**src/rtl/sram_host_seq_if.sv**
```systemverilog
// Host-side request/response bundle for sram_host_seq.
// The sequencer connects through the slave modport, the requesting logic through master.
interface sram_host_seq_if #(
  parameter int ADDR_W = 18,
  parameter int DATA_W = 16
);
  logic              iREQ;
  logic              iWR;
  logic [ADDR_W-1:0] iADDR;
  logic [DATA_W-1:0] iWDATA;
  logic [1:0]        iBE;
  logic              oREADY;
  logic              oDONE;
  logic [DATA_W-1:0] oRDATA;

  modport master (
    output iREQ, iWR, iADDR, iWDATA, iBE,
    input  oREADY, oDONE, oRDATA
  );

  modport slave (
    input  iREQ, iWR, iADDR, iWDATA, iBE,
    output oREADY, oDONE, oRDATA
  );
endinterface

```
**src/rtl/sram_host_seq.sv**
```systemverilog
// Host-side sequencer for the 256K x 16 asynchronous SRAM: IDLE -> SETUP -> ACCESS x WAIT_CYCLES -> HOLD.
// Define SRAM_SEQ_PIPE_EN to accept the next request during HOLD and skip the IDLE cycle.
module sram_host_seq #(
  parameter int ADDR_W      = 18,
  parameter int DATA_W      = 16,
  parameter int WAIT_CYCLES = 2
) (
  input  logic              iCLK,
  input  logic              iRST,
  sram_host_seq_if.slave    host,
  output logic [ADDR_W-1:0] oSRAM_ADDR,
  output logic [DATA_W-1:0] oSRAM_WDATA,
  input  logic [DATA_W-1:0] iSRAM_RDATA,
  output logic              oSRAM_WE_N,
  output logic              oSRAM_OE_N,
  output logic              oSRAM_CE_N,
  output logic              oSRAM_UB_N,
  output logic              oSRAM_LB_N
);

  typedef enum logic [1:0] {
    IDLE   = 2'd0,
    SETUP  = 2'd1,
    ACCESS = 2'd2,
    HOLD   = 2'd3
  } state_t;

`ifdef SRAM_SEQ_PIPE_EN
  localparam logic HOLD_READY = 1'b1;
`else
  localparam logic HOLD_READY = 1'b0;
`endif

  localparam logic [3:0] CNT_LOAD = 4'(WAIT_CYCLES - 1);

  state_t     state;
  state_t     nextState;
  logic [3:0] cnt;
  logic [3:0] cntNext;
  logic       accept;
  logic       wrR;
  logic [1:0] beR;
  logic       curWr;
  logic [1:0] curBe;
  logic       readyNext;
  logic       doneNext;
  logic       weNext;
  logic       oeNext;
  logic       ceNext;
  logic       ubNext;
  logic       lbNext;

  assign accept = host.iREQ & host.oREADY;

  // State and wait counter register
  always_ff @(posedge iCLK) begin
    if (iRST) begin
      state <= IDLE;
      cnt   <= 4'd0;
    end else begin
      state <= nextState;
      cnt   <= cntNext;
    end
  end

  // Next-state and counter logic
  always_comb begin
    nextState = state;
    cntNext   = cnt;
    case (state)
      IDLE: begin
        if (accept) nextState = SETUP;
        else        nextState = IDLE;
      end
      SETUP: begin
        nextState = ACCESS;
        cntNext   = CNT_LOAD;
      end
      ACCESS: begin
        if (cnt == 4'd0) begin
          nextState = HOLD;
        end else begin
          nextState = ACCESS;
          cntNext   = cnt - 4'd1;
        end
      end
      HOLD: begin
        if (accept) nextState = SETUP;
        else        nextState = IDLE;
      end
      default: begin
        nextState = IDLE;
        cntNext   = 4'd0;
      end
    endcase
  end

  // Strobe/handshake values for the state being entered; the request just accepted supplies wr/be
  always_comb begin
    if (accept) begin
      curWr = host.iWR;
      curBe = host.iBE;
    end else begin
      curWr = wrR;
      curBe = beR;
    end
    readyNext = 1'b0;
    doneNext  = 1'b0;
    ceNext    = 1'b1;
    weNext    = 1'b1;
    oeNext    = 1'b1;
    ubNext    = 1'b1;
    lbNext    = 1'b1;
    case (nextState)
      IDLE: begin
        readyNext = 1'b1;
      end
      SETUP: begin
        ceNext = 1'b0;
        oeNext = curWr;
        ubNext = ~curBe[1];
        lbNext = ~curBe[0];
      end
      ACCESS: begin
        ceNext = 1'b0;
        oeNext = curWr;
        weNext = ~curWr;
        ubNext = ~curBe[1];
        lbNext = ~curBe[0];
      end
      HOLD: begin
        ceNext    = 1'b0;
        ubNext    = ~curBe[1];
        lbNext    = ~curBe[0];
        doneNext  = 1'b1;
        readyNext = HOLD_READY;
      end
      default: begin
        readyNext = 1'b1;
      end
    endcase
  end

  // Registered outputs, request latch and read-data capture
  always_ff @(posedge iCLK) begin
    if (iRST) begin
      host.oREADY <= 1'b1;
      host.oDONE  <= 1'b0;
      host.oRDATA <= {DATA_W{1'b0}};
      oSRAM_ADDR  <= {ADDR_W{1'b0}};
      oSRAM_WDATA <= {DATA_W{1'b0}};
      oSRAM_WE_N  <= 1'b1;
      oSRAM_OE_N  <= 1'b1;
      oSRAM_CE_N  <= 1'b1;
      oSRAM_UB_N  <= 1'b1;
      oSRAM_LB_N  <= 1'b1;
      wrR         <= 1'b0;
      beR         <= 2'b00;
    end else begin
      host.oREADY <= readyNext;
      host.oDONE  <= doneNext;
      oSRAM_WE_N  <= weNext;
      oSRAM_OE_N  <= oeNext;
      oSRAM_CE_N  <= ceNext;
      oSRAM_UB_N  <= ubNext;
      oSRAM_LB_N  <= lbNext;
      if (accept) begin
        wrR        <= host.iWR;
        beR        <= host.iBE;
        oSRAM_ADDR <= host.iADDR;
        if (host.iWR) oSRAM_WDATA <= host.iWDATA;
      end
      // Sample the bus on the last strobe cycle so data is valid alongside oDONE
      if ((state == ACCESS) && (cnt == 4'd0) && !wrR) begin
        host.oRDATA <= iSRAM_RDATA;
      end
    end
  end

endmodule

```
**src/flat_wrapper.sv**
```systemverilog
// flat-port wrapper written by rule: the top's interface ports become plain ports
module sram_host_seq_flat 
#(
  parameter int ADDR_W      = 18,
  parameter int DATA_W      = 16,
  parameter int WAIT_CYCLES = 2
)
  (iCLK, iRST, oSRAM_ADDR, oSRAM_WDATA, iSRAM_RDATA, oSRAM_WE_N, oSRAM_OE_N, oSRAM_CE_N, oSRAM_UB_N, oSRAM_LB_N, host_iREQ, host_iWR, host_iADDR, host_iWDATA, host_iBE, host_oREADY, host_oDONE, host_oRDATA);
  sram_host_seq_if #(.ADDR_W(ADDR_W), .DATA_W(DATA_W)) host_i ();
  input  logic iCLK;
  input  logic iRST;
  output logic [ADDR_W-1:0] oSRAM_ADDR;
  output logic [DATA_W-1:0] oSRAM_WDATA;
  input  logic [DATA_W-1:0] iSRAM_RDATA;
  output logic oSRAM_WE_N;
  output logic oSRAM_OE_N;
  output logic oSRAM_CE_N;
  output logic oSRAM_UB_N;
  output logic oSRAM_LB_N;
  input wire logic [$bits(host_i.iREQ)-1:0] host_iREQ;
  input wire logic [$bits(host_i.iWR)-1:0] host_iWR;
  input wire logic [$bits(host_i.iADDR)-1:0] host_iADDR;
  input wire logic [$bits(host_i.iWDATA)-1:0] host_iWDATA;
  input wire logic [$bits(host_i.iBE)-1:0] host_iBE;
  output wire logic [$bits(host_i.oREADY)-1:0] host_oREADY;
  output wire logic [$bits(host_i.oDONE)-1:0] host_oDONE;
  output wire logic [$bits(host_i.oRDATA)-1:0] host_oRDATA;
  assign host_i.iREQ = host_iREQ;
  assign host_i.iWR = host_iWR;
  assign host_i.iADDR = host_iADDR;
  assign host_i.iWDATA = host_iWDATA;
  assign host_i.iBE = host_iBE;
  assign host_oREADY = host_i.oREADY;
  assign host_oDONE = host_i.oDONE;
  assign host_oRDATA = host_i.oRDATA;
  sram_host_seq #(.ADDR_W(ADDR_W), .DATA_W(DATA_W), .WAIT_CYCLES(WAIT_CYCLES)) u_core (.iCLK(iCLK), .iRST(iRST), .host(host_i), .oSRAM_ADDR(oSRAM_ADDR), .oSRAM_WDATA(oSRAM_WDATA), .iSRAM_RDATA(iSRAM_RDATA), .oSRAM_WE_N(oSRAM_WE_N), .oSRAM_OE_N(oSRAM_OE_N), .oSRAM_CE_N(oSRAM_CE_N), .oSRAM_UB_N(oSRAM_UB_N), .oSRAM_LB_N(oSRAM_LB_N));
endmodule
```
**config.mk**
```make
export PLATFORM = sky130hd
export DESIGN_NAME = sram_host_seq_flat
export DESIGN_NICKNAME = d
export VERILOG_FILES = /design/src/rtl/sram_host_seq_if.sv /design/src/rtl/sram_host_seq.sv /design/src/flat_wrapper.sv
export SDC_FILE = /design/constraint.sdc
export NUM_CORES = 1
export LEC_CHECK = 0
export CELL_PAD_IN_SITES_DETAIL_PLACEMENT = 1
export CELL_PAD_IN_SITES_GLOBAL_PLACEMENT = 2
export CORE_ASPECT_RATIO = 1.2
export CORE_MARGIN = 2
export CORE_UTILIZATION = 25
export DETAILED_ROUTE_END_ITERATION = 10
export GPL_ROUTABILITY_DRIVEN = 0
export PLACE_DENSITY = 0.9
export SYNTH_ARGS = -nofsm -noshare
export SYNTH_HDL_FRONTEND = slang
export SYNTH_SLANG_ARGS = --single-unit
```
**constraint.sdc**
```tcl
create_clock -name iCLK -period 3.1 [get_ports iCLK]
set_input_delay 0.465 -clock iCLK [delete_from_list [all_inputs] [get_ports iCLK]]
set_output_delay 0.465 -clock iCLK [all_outputs]
set_load 0.1 [all_outputs]
```
==> metrics.md <==
| Metric | Value |
|---|---|
| Post-CTS Setup Inserts | `0` |
| CTS tree | `built` |
| Clock sink count | `65` |
| Final Total Pwr | `3.43 mW` |
| Initial antenna violation count | `0` |
| Core outline area | `9910 µm²` |
| Hpwl dp | `5190 µm` |
| DR vias | `2277` |
| TNS Setup | `0 ps` |
| Synth Area in XOR/XNOR | `0%` |
| Crit-path cells | `inv_1 > ha_1 > nand4bb_1 > a21o_1 > ha_1 > or2_2 > or2_2` |
| Critical path class | `flop to flop` |
| PD cells | `889 nW/µm²` |
| # setup viols final | `0` |
| Critical Path AT | `2230 ps` |
| Port-buffer cells | `112` |
| Hold_buf cts | `0` |
| Data required, critical path | `3310 ps` |
| Vias/cell | `4.37` |
| Post-Synth Adder-Cell Area | `2.99%` |
| Initial Utilization | `25.4%` |
| FILL cells | `1171` |
| Yosys cell types | `29` |
| Synth warn | `0` |
| Die X-Extent | `95.5 µm` |
| Final ANT Viol Nets | `0` |
| Drt wl/cell | `13.8 µm` |
| Clock Latency Late Sink | `330 ps` |
| P_leak | `1.57 nW` |
| VDD IR max | `452 µV` |
| Sw Share | `43.3%` |
| Sw power | `1.49 mW` |
| Worst-path clk slew | `50 ps` |
| Clock Power Share | `27.9%` |
| Register bit total from synthesis | `65` |
| Average size of a mapped cell | `8.91 µm²` |
| # rows | `40` |
| WHS | `455 ps` |
| Share of cells above drive strength 1 | `20.3%` |
| Tcrit/Tclk final | `65.1%` |
| Largest family of logic cells by synthesized area | `simple AND/OR/NAND/NOR gates` |
| Final #Nets | `453` |
| Most frequent cells in the layout | `71 x nand2_1, 65 x dfxtp_1, 60 x buf_4` |
| Root buf cell | `clkbuf_16` |
| CTS H-tree lvls | `3` |
| Crit. End Element | `flop` |
| Vias in the first global route | `2416` |
| Max Slew Vio Count | `0` |
| Int Pwr | `1.95 mW` |
| Max-slew headroom | `33.1%` |
| Clock skew | `4.78 ps` |
| Clock buffer count from CTS | `9` |
| Status | `finished, final reports clean` |
| Multi-input gate area | `1110 µm²` |
| CP max stage cell | `dfxtp_1` |
| Total Routing Usage GR | `13.7%` |
| Crit-path max FO | `8` |
| First-pass GRT wire length | `11400 µm` |
| Area Growth Syn to Fin | `53.7%` |
| FMAX | `495 MHz` |
| I/O pins | `113` |
| Storage cell area | `1300 µm²` |
| Antenna cells | `0` |
| RSZ-0062 raised after global routing | `false` |
| Commonest non-fill, non-tap cell in the layout | `nand2_1` |
| Detailed Routing Iterations Pass 1 | `4` |
| Total global routing overflow | `0` |
| Synth Instances | `282` |
| Seq/Total Area, Yosys | `51.8%` |
| First DRT Iteration DRCs | `44` |
| Simple-gate area share of the yosys netlist | `24.3%` |
| Post-synthesis compound-gate area fraction | `9.21%` |
| Final WL | `7190 µm` |
| Reg power frac | `30.1%` |
| Post-synthesis mux area share | `7.57%` |
| Clk buf depth | `2` |
| Die ar. | `10900 µm²` |
| Post-synthesis net count | `344` |
| Tmin final | `2020 ps` |
| Final hold violations | `0` |
| Largest net degree at the start of global routing | `65` |
| Post-synthesis instance area | `2510 µm²` |
| Min-delay worst type | `flop to flop` |
| Measured slew at the worst slew-check pin | `1000 ps` |
| CTS resizes | `0` |
| Crit path launch type | `flop` |
| Max stage delay on crit path | `310 ps` |
| Max-cap violations | `0` |
| Die Height | `114 µm` |
| DRC violations left | `0` |
| Logic pwr share | `42.0%` |
synthesized netlist by cell type, drive strengths merged:
| cell type | n | share of area (%) |
|---|---|---|
| mux2i | 19 | 7.6 |
| nor2b | 1 | 0.25 |
| a21oi | 37 | 7.4 |
| nand4b | 2 | 0.70 |
| nor2 | 6 | 1.0 |
| or3 | 1 | 0.25 |
| clkbuf | 9 | 1.3 |
| or3b | 1 | 0.35 |
| nand2b | 33 | 8.2 |
| a21bo | 1 | 0.40 |
| dfxtp | 65 | 52 |
| buf | 8 | 1.9 |
| and2 | 1 | 0.25 |
| inv | 6 | 0.90 |
| a21o | 1 | 0.30 |
| nand2 | 71 | 11 |
| nand4bb | 1 | 0.45 |
| a31oi | 1 | 0.25 |
| ha | 6 | 3.0 |
| or2 | 3 | 0.75 |
| nand3 | 4 | 0.80 |
| or4b | 1 | 0.40 |
| o31ai | 1 | 0.30 |
| and3 | 1 | 0.25 |
| o21a | 2 | 0.60 |
per-layer routing:
layer,up-vias,global-route usage [%],wire length [µm]
li1,1132,-,-
met1,1052,15.2,2970
met2,81,22.2,3410
met3,12,5.81,634
met4,0,6.95,172
met5,-,0,0
cell type report:
cell class	instances	share of cell area [%]
timing repair buffer	115	25.8
multi-input combinational	194	28.6
clock inverter	4	1.17
tap	126	4.08
clock buffer	11	6.03
inverter	6	0.583
sequential	65	33.7
flip-flops by register name, indices dropped and copies added (netlist names):
signal	count
u_core.oSRAM_ADDR	18
u_core.host.oRDATA	16
u_core.oSRAM_WDATA	16
u_core.cnt	4
u_core.beR	2
u_core.state	2
u_core.host.oDONE	1
u_core.host.oREADY	1
u_core.oSRAM_LB_N	1
u_core.oSRAM_OE_N	1
u_core.oSRAM_UB_N	1
u_core.oSRAM_WE_N	1
u_core.wrR	1
cells by family after synthesis:
logic type,after synthesis
and+or+nand+nor,126
DFF,65
AOI/OAI and AO/OA,43
buffers and inverters,23
muxes,19
adders and majority gates,6
worst max-delay path, delay by kind of cell, from the launching register on:
family	cells	cell delay, ps
AND/OR/NAND/NOR	3	790
AO/OA/AOI/OAI	1	250
flip-flops	1	310
buffers and inverters	1	50
adder cells (fa/ha/maj)	2	510
metrics by stage:
| step | worst slack, ps | util (%) | instances | cell area (µm²) |
|---|---|---|---|---|
| 5_1_grt | 976 | 39.0 | 521 | 3860 |
| 4_1_cts | 1070 | 39.0 | 521 | 3860 |
| 2_1_floorplan | 839 | - | 282 | 2510 |
| 3_3_place_gp | 864 | 36.2 | 506 | 3580 |
| 6_report | 1080 | 39.0 | 521 | 3860 |
| 3_5_place_dp | 829 | 36.2 | 506 | 3580 |
worst paths after layout:
kind                     startpoint                     end  slack [ps]  cells after the start
max                 u_core.state[0]       u_core.oSRAM_UB_N        1080                      7
max reg2reg         u_core.state[0]       u_core.oSRAM_UB_N        1080                      7
min          u_core.oSRAM_WDATA[11]  u_core.oSRAM_WDATA[11]         460                      2
min reg2reg  u_core.oSRAM_WDATA[11]  u_core.oSRAM_WDATA[11]         460                      2
power groups by stage:
stage	clock [mW]	sequential, mW	combinational (mW)
6_report	0.958	1.03	1.44
3_3_place_gp	0	1.04	1.43
5_1_grt	1.03	1.05	1.53
4_1_cts	0.994	1.04	1.46
3_5_place_dp	0	1.05	1.46
2_1_floorplan	0	1.75	0.417
No activity file was read; power rests on OpenSTA's default activity.
